`config.mk`:
```
export PLATFORM = sky130hd
export DESIGN_NAME = brainfuck_core
export DESIGN_NICKNAME = d
export VERILOG_FILES = /design/src/rtl/brainfuck_core.sv
export SDC_FILE = /design/constraint.sdc
export NUM_CORES = 1
export LEC_CHECK = 0
export ABC_AREA = 0
export BUFFER_PORTS_ARGS = -buffer_cell sky130_fd_sc_hd__clkbuf_2
export CAP_MARGIN = 5
export CORE_AREA = 8 8 98 82
export DETAILED_ROUTE_END_ITERATION = 7
export DIE_AREA = 0 0 106 90
export PLACE_DENSITY_LB_ADDON = 0.15
export SLEW_MARGIN = 10
export SYNTH_ARGS = -nofsm -noshare
export SYNTH_HDL_FRONTEND = slang
export SYNTH_SLANG_ARGS = --single-unit
export TNS_END_PERCENT = 1
```
`constraint.sdc`:
```
create_clock -name clk -period 4.5 [get_ports clk]
set_input_delay 0.45 -clock clk [delete_from_list [all_inputs] [get_ports clk]]
set_output_delay 0.45 -clock clk [all_outputs]
set_load 0.02 [all_outputs]
```
`src/rtl/brainfuck_core.sv`:
```
// Multi-cycle Brainfuck interpreter: sync code ROM fetch, comb-read/sync-write data RAM, char I/O handshake.
// Optional macro BF_PROBE_EN: when defined, probe exposes the FSM state code; otherwise probe is tied to 0.
module brainfuck_core #(
  parameter int ADDR_WIDTH = 8
) (
  input  logic                  clk,
  input  logic                  reset,
  input  logic [7:0]            code_in,
  output logic [ADDR_WIDTH-1:0] addr_code,
  input  logic [7:0]            data_in,
  output logic [ADDR_WIDTH-1:0] addr_array,
  output logic [7:0]            data_out,
  output logic                  write_rq,
  input  logic                  receivingChar,
  input  logic [7:0]            receivedChar,
  output logic                  sendingChar,
  output logic [7:0]            sendedChar,
  output logic [3:0]            probe
);

  typedef enum logic [3:0] {
    FETCH      = 4'h0,
    EXEC       = 4'h1,
    WAIT_IN    = 4'h2,
    FWD_FETCH  = 4'h3,
    FWD        = 4'h4,
    BACK_FETCH = 4'h5,
    BACK       = 4'h6,
    HALT       = 4'hF
  } state_t;

  localparam logic [ADDR_WIDTH-1:0] PC_ONE = ADDR_WIDTH'(1);
  localparam logic [ADDR_WIDTH:0]   D_ONE  = (ADDR_WIDTH + 1)'(1);

  localparam logic [7:0] OP_INC  = 8'h2B;
  localparam logic [7:0] OP_DEC  = 8'h2D;
  localparam logic [7:0] OP_RGT  = 8'h3E;
  localparam logic [7:0] OP_LFT  = 8'h3C;
  localparam logic [7:0] OP_OUT  = 8'h2E;
  localparam logic [7:0] OP_IN   = 8'h2C;
  localparam logic [7:0] OP_LOOP = 8'h5B;
  localparam logic [7:0] OP_END  = 8'h5D;
  localparam logic [7:0] OP_HALT = 8'h00;

  state_t                state_q, state_d;
  logic [ADDR_WIDTH-1:0] pc_q, pc_d;
  logic [ADDR_WIDTH-1:0] dp_q, dp_d;
  logic [ADDR_WIDTH:0]   depth_q, depth_d;
  logic                  send_q, send_d;
  logic [7:0]            char_q, char_d;
  logic                  wr_rq;
  logic [7:0]            wr_data;

  always_ff @(posedge clk or posedge reset) begin
    if (reset) begin
      state_q <= FETCH;
      pc_q    <= '0;
      dp_q    <= '0;
      depth_q <= '0;
      send_q  <= 1'b0;
      char_q  <= 8'h00;
    end else begin
      state_q <= state_d;
      pc_q    <= pc_d;
      dp_q    <= dp_d;
      depth_q <= depth_d;
      send_q  <= send_d;
      char_q  <= char_d;
    end
  end

  always_comb begin
    state_d = state_q;
    pc_d    = pc_q;
    dp_d    = dp_q;
    depth_d = depth_q;
    send_d  = 1'b0;
    char_d  = char_q;
    wr_rq   = 1'b0;
    wr_data = 8'h00;
    case (state_q)
      FETCH: state_d = EXEC;
      EXEC: begin
        state_d = FETCH;
        case (code_in)
          OP_INC: begin
            wr_rq   = 1'b1;
            wr_data = data_in + 8'd1;
            pc_d    = pc_q + PC_ONE;
          end
          OP_DEC: begin
            wr_rq   = 1'b1;
            wr_data = data_in - 8'd1;
            pc_d    = pc_q + PC_ONE;
          end
          OP_RGT: begin
            dp_d = dp_q + PC_ONE;
            pc_d = pc_q + PC_ONE;
          end
          OP_LFT: begin
            dp_d = dp_q - PC_ONE;
            pc_d = pc_q + PC_ONE;
          end
          OP_OUT: begin
            send_d = 1'b1;
            char_d = data_in;
            pc_d   = pc_q + PC_ONE;
          end
          OP_IN: state_d = WAIT_IN;
          OP_LOOP: begin
            pc_d = pc_q + PC_ONE;
            if (data_in == 8'h00) begin
              depth_d = D_ONE;
              state_d = FWD_FETCH;
            end
          end
          OP_END: begin
            if (data_in == 8'h00) begin
              pc_d = pc_q + PC_ONE;
            end else begin
              depth_d = D_ONE;
              pc_d    = pc_q - PC_ONE;
              state_d = BACK_FETCH;
            end
          end
          OP_HALT: state_d = HALT;
          default: pc_d = pc_q + PC_ONE;
        endcase
      end
      WAIT_IN: begin
        if (receivingChar) begin
          wr_rq   = 1'b1;
          wr_data = receivedChar;
          pc_d    = pc_q + PC_ONE;
          state_d = FETCH;
        end
      end
      FWD_FETCH:  state_d = FWD;
      BACK_FETCH: state_d = BACK;
      FWD: begin
        if (code_in == OP_HALT) begin
          state_d = HALT;
        end else begin
          if (code_in == OP_LOOP)     depth_d = depth_q + D_ONE;
          else if (code_in == OP_END) depth_d = depth_q - D_ONE;
          pc_d    = pc_q + PC_ONE;
          state_d = (depth_d == '0) ? FETCH : FWD_FETCH;
        end
      end
      BACK: begin
        if (code_in == OP_HALT) begin
          state_d = HALT;
        end else begin
          if (code_in == OP_END)       depth_d = depth_q + D_ONE;
          else if (code_in == OP_LOOP) depth_d = depth_q - D_ONE;
          // Matching '[' found: resume just past it, otherwise keep walking backwards.
          if (depth_d == '0) begin
            pc_d    = pc_q + PC_ONE;
            state_d = FETCH;
          end else begin
            pc_d    = pc_q - PC_ONE;
            state_d = BACK_FETCH;
          end
        end
      end
      HALT:    state_d = HALT;
      default: state_d = FETCH;
    endcase
  end

  // Write strobe is combinational, so gate it with reset to keep RAM untouched while reset is high.
  assign write_rq    = wr_rq & ~reset;
  assign data_out    = reset ? 8'h00 : wr_data;
  assign addr_code   = pc_q;
  assign addr_array  = dp_q;
  assign sendingChar = send_q;
  assign sendedChar  = char_q;

`ifdef BF_PROBE_EN
  assign probe = state_q;
`else
  assign probe = 4'h0;
`endif

endmodule

```
==> metrics <==
PwrDens=372.1 nW/µm²; CP max FO=8; WS Path Type=input port to output pin; Post-CTS Setup Repair Bufs=0; power share of the clock group=between 10% and 20%; LEAKAGE=about 1.8 nW; CTS tree=built; # fillers=582; fmax=between 200 and 300 MHz; CP startpoint kind=input port; CP Capture Type=output pin; relative slew slack=23.51%; outcome=complete, no violations; core area=around 6600 µm²; async set-reset flop share out of synthesis=100.0%; EDFF count, synth=0; antenna viol nets, final=0; DRT iter0 DRCs=205; DR WL/cell=approximately 16 µm; number of synthesis warnings=0; Die W=106 µm; cells after synthesis=465; largest net degree at the start of global routing=27; Clock Path Buffers=2; nets=approximately 560; commonest cells after routing, fill and taps aside=clkbuf_2, nor2_1, nand2_1, dfrtp_1, o21ai_0; All-Layer GR Usage=20.92%; Max H-tree Level=2; prevailing post-synth register cell=dfrtp_1; share of the yosys chip area belonging to registers=between 20% and 30%; GR Overflow Total=0; initial antenna violation count=0; HP Class=input port to async pin; Sw Share=about 47%; vias in the first global route=about 3600; die area=9540 µm²; syn_area_per_cell=roughly 8.0 µm²; Worst Path Required=about 4 ns; routed via count=between 3000 and 4000; die height=around 90 µm; Via density=6.185; GP Congestion=0.9288; measured slew at the worst slew-check pin=1.138 ns; Cell Chain, Critical Path=clkbuf_2, nor2_1, nand3b_1, nor2_1, ha_1, a21o_1, a21oi_1, o21bai_1, a21oi_1, o21bai_1, a21oi_1, mux2i_1, nand2_1, clkbuf_2; ant diodes=0; Hold Fails Final Rpt=0; Clk Latency, worst-skew pair=0.30 ns; slowest CP cell=nor2_1; DRT Pass-1 Iters=5; synth unique cells=between 70 and 80; switching pwr=approximately 0.00073 W; CTS Buf Count=5; sequential share of power=35.5%; max cap viols=0; clock slew at reported path FFs=0.09 ns; first-pass GRT wire length=16.97 mm; Internal=between 0.0008 and 0.0009 W; Residual DRC=0; clk sinks=38; Post-CTS Resized=0; Max VDD drop=0.3845 mV; num rows=27; io pins=between 60 and 70; Area Growth Syn to Fin=10.84%; flops & latches, synth=38; WHS=0.1561 ns; fin crit period=3.751 ns; IO buf count=60; final setup vio count=0; Tcrit/Tclk final=roughly 83%; Logic pwr share=49.1%; proportion of layout cells with a drive suffix above 1=between 10% and 20%; detailed placement HPWL=between 7 and 8 mm; CTS Hold Buffers Added=0; Worst Path Arrival=~3.3 ns; Final Skew=approximately 0.012 ns; Mapped Area=between 3000 and 4000 µm²; CTS root buffer=clkbuf_8; Initial Util=56.77%; Routed WL=roughly 10 mm; Setup TNS Final=0 ns; critical path's largest stage delay=roughly 0.51 ns; RSZ-0062 raised after global routing=false; total power=0.001542 W; Max Slew Vio Count=0; commonest non-fill, non-tap cell in the layout=clkbuf_2; Crit path top cell by count=a21oi_1
## power groups by stage
stage	sequential [W]	combinational, W	clock (W)
2_1_floorplan	0.000525	0.000586	0
3_3_place_gp	0.000546	0.000735	0
3_5_place_dp	0.000551	0.000752	0
4_1_cts	0.000544	0.000757	0.000238
5_1_grt	0.000564	0.000840	0.000251
6_report	0.000548	0.000758	0.000237
## metal layers
metal / global-route usage [%] / part of all wire, % / routed length (µm) / vias to the layer above
li1: - / - / - / 1801
met1: 27.66 / 45 / 4449 / 1765
met2: 34.03 / 47 / 4665 / 133
met3: 3.852 / 6.8 / 676 / 12
met4: 5.614 / 0.96 / 95 / 0
met5: 0 / 0 / 0 / -
## sequential cells by signal (all words and copies together) (netlist names)
signal and cells:
state_q 4, addr_array 8, depth_q 9, sendedChar 8, addr_code 8, sendingChar 1
## area by class of cell
cell class,instances,area (µm²),share of cell area [%]
multi-input cells,382,2594,62.57
flip-flops and latches,38,950.9,22.94
repair buffers,64,330.3,7.969
well taps,87,108.9,2.626
inverters,22,82.58,1.992
clock buffers,5,68.82,1.660
clock inverters,2,10.01,0.2415
## cells by family after synthesis
family	after synthesis	synth area share, %
xor gates and xnor gates	29	6.791
buffers and inverters	48	5.521
muxes	17	4.851
DFF	38	25.43
and+or+nand+nor	182	26.36
other	1	0.1003
adders and majority gates	18	6.424
AOI/OAI and AO/OA	132	24.52
## through the flow
stage	setup slack, ns	cell area, µm²	util (%)	std cells
3_3_place_gp	0.8126	4066	61.73	593
5_1_grt	0.4146	4145	62.93	600
3_5_place_dp	0.7402	4066	61.73	593
2_1_floorplan	1.285	3751	-	468
6_report	0.7488	4145	62.93	600
4_1_cts	0.7138	4145	62.93	600
## cells in the mapped netlist, types with 3 or more instances
cell type	number	area share [%]
a21o_1	7	1.4
a21oi_1	30	4.0
a22oi_1	11	2.2
and3_1	5	0.84
buf_2	6	0.80
buf_4	5	1.0
clkbuf_1	13	1.3
dfrtp_1	38	25
ha_1	16	5.4
inv_1	22	2.2
mux2_2	8	2.4
mux2i_1	8	2.1
nand2_1	44	4.4
nand2b_1	6	1.0
nand3_1	14	1.9
nand3b_1	4	0.80
nand4_1	7	1.2
nor2_1	46	4.6
nor2b_1	5	0.84
nor3_1	15	2.0
nor4_1	8	1.3
o21ai_0	33	4.4
o21bai_1	7	1.4
o22ai_1	6	1.0
o31a_1	3	0.70
o31ai_1	6	1.2
or3_1	5	0.84
xnor2_1	18	4.2
xor2_1	11	2.6
## critical path: cells and delay by family
| kind | cells | cell delay, ns |
|---|---|---|
| buffers and inverters | 2 | 0.26 |
| multiplexers | 1 | 0.19 |
| AND/OR/NAND/NOR | 4 | 1.05 |
| AO/OA/AOI/OAI | 6 | 1.00 |
| adder cells (fa/ha/maj) | 1 | 0.34 |
## final timing paths
path,startpoint,to,slack (ns),cells past startpoint
max,code_in[6],data_out[7],0.75,14
min,reset,sendedChar[6],0.16,2
max reg2reg,depth_q[1],addr_code[2],0.98,10
min reg2reg,addr_array[7],addr_array[7],0.47,1
max in group asynchronous,reset,depth_q[2],3.60,3
min in group clk,data_in[6],sendedChar[6],0.43,2
No activity file was read; power rests on OpenSTA's default activity.
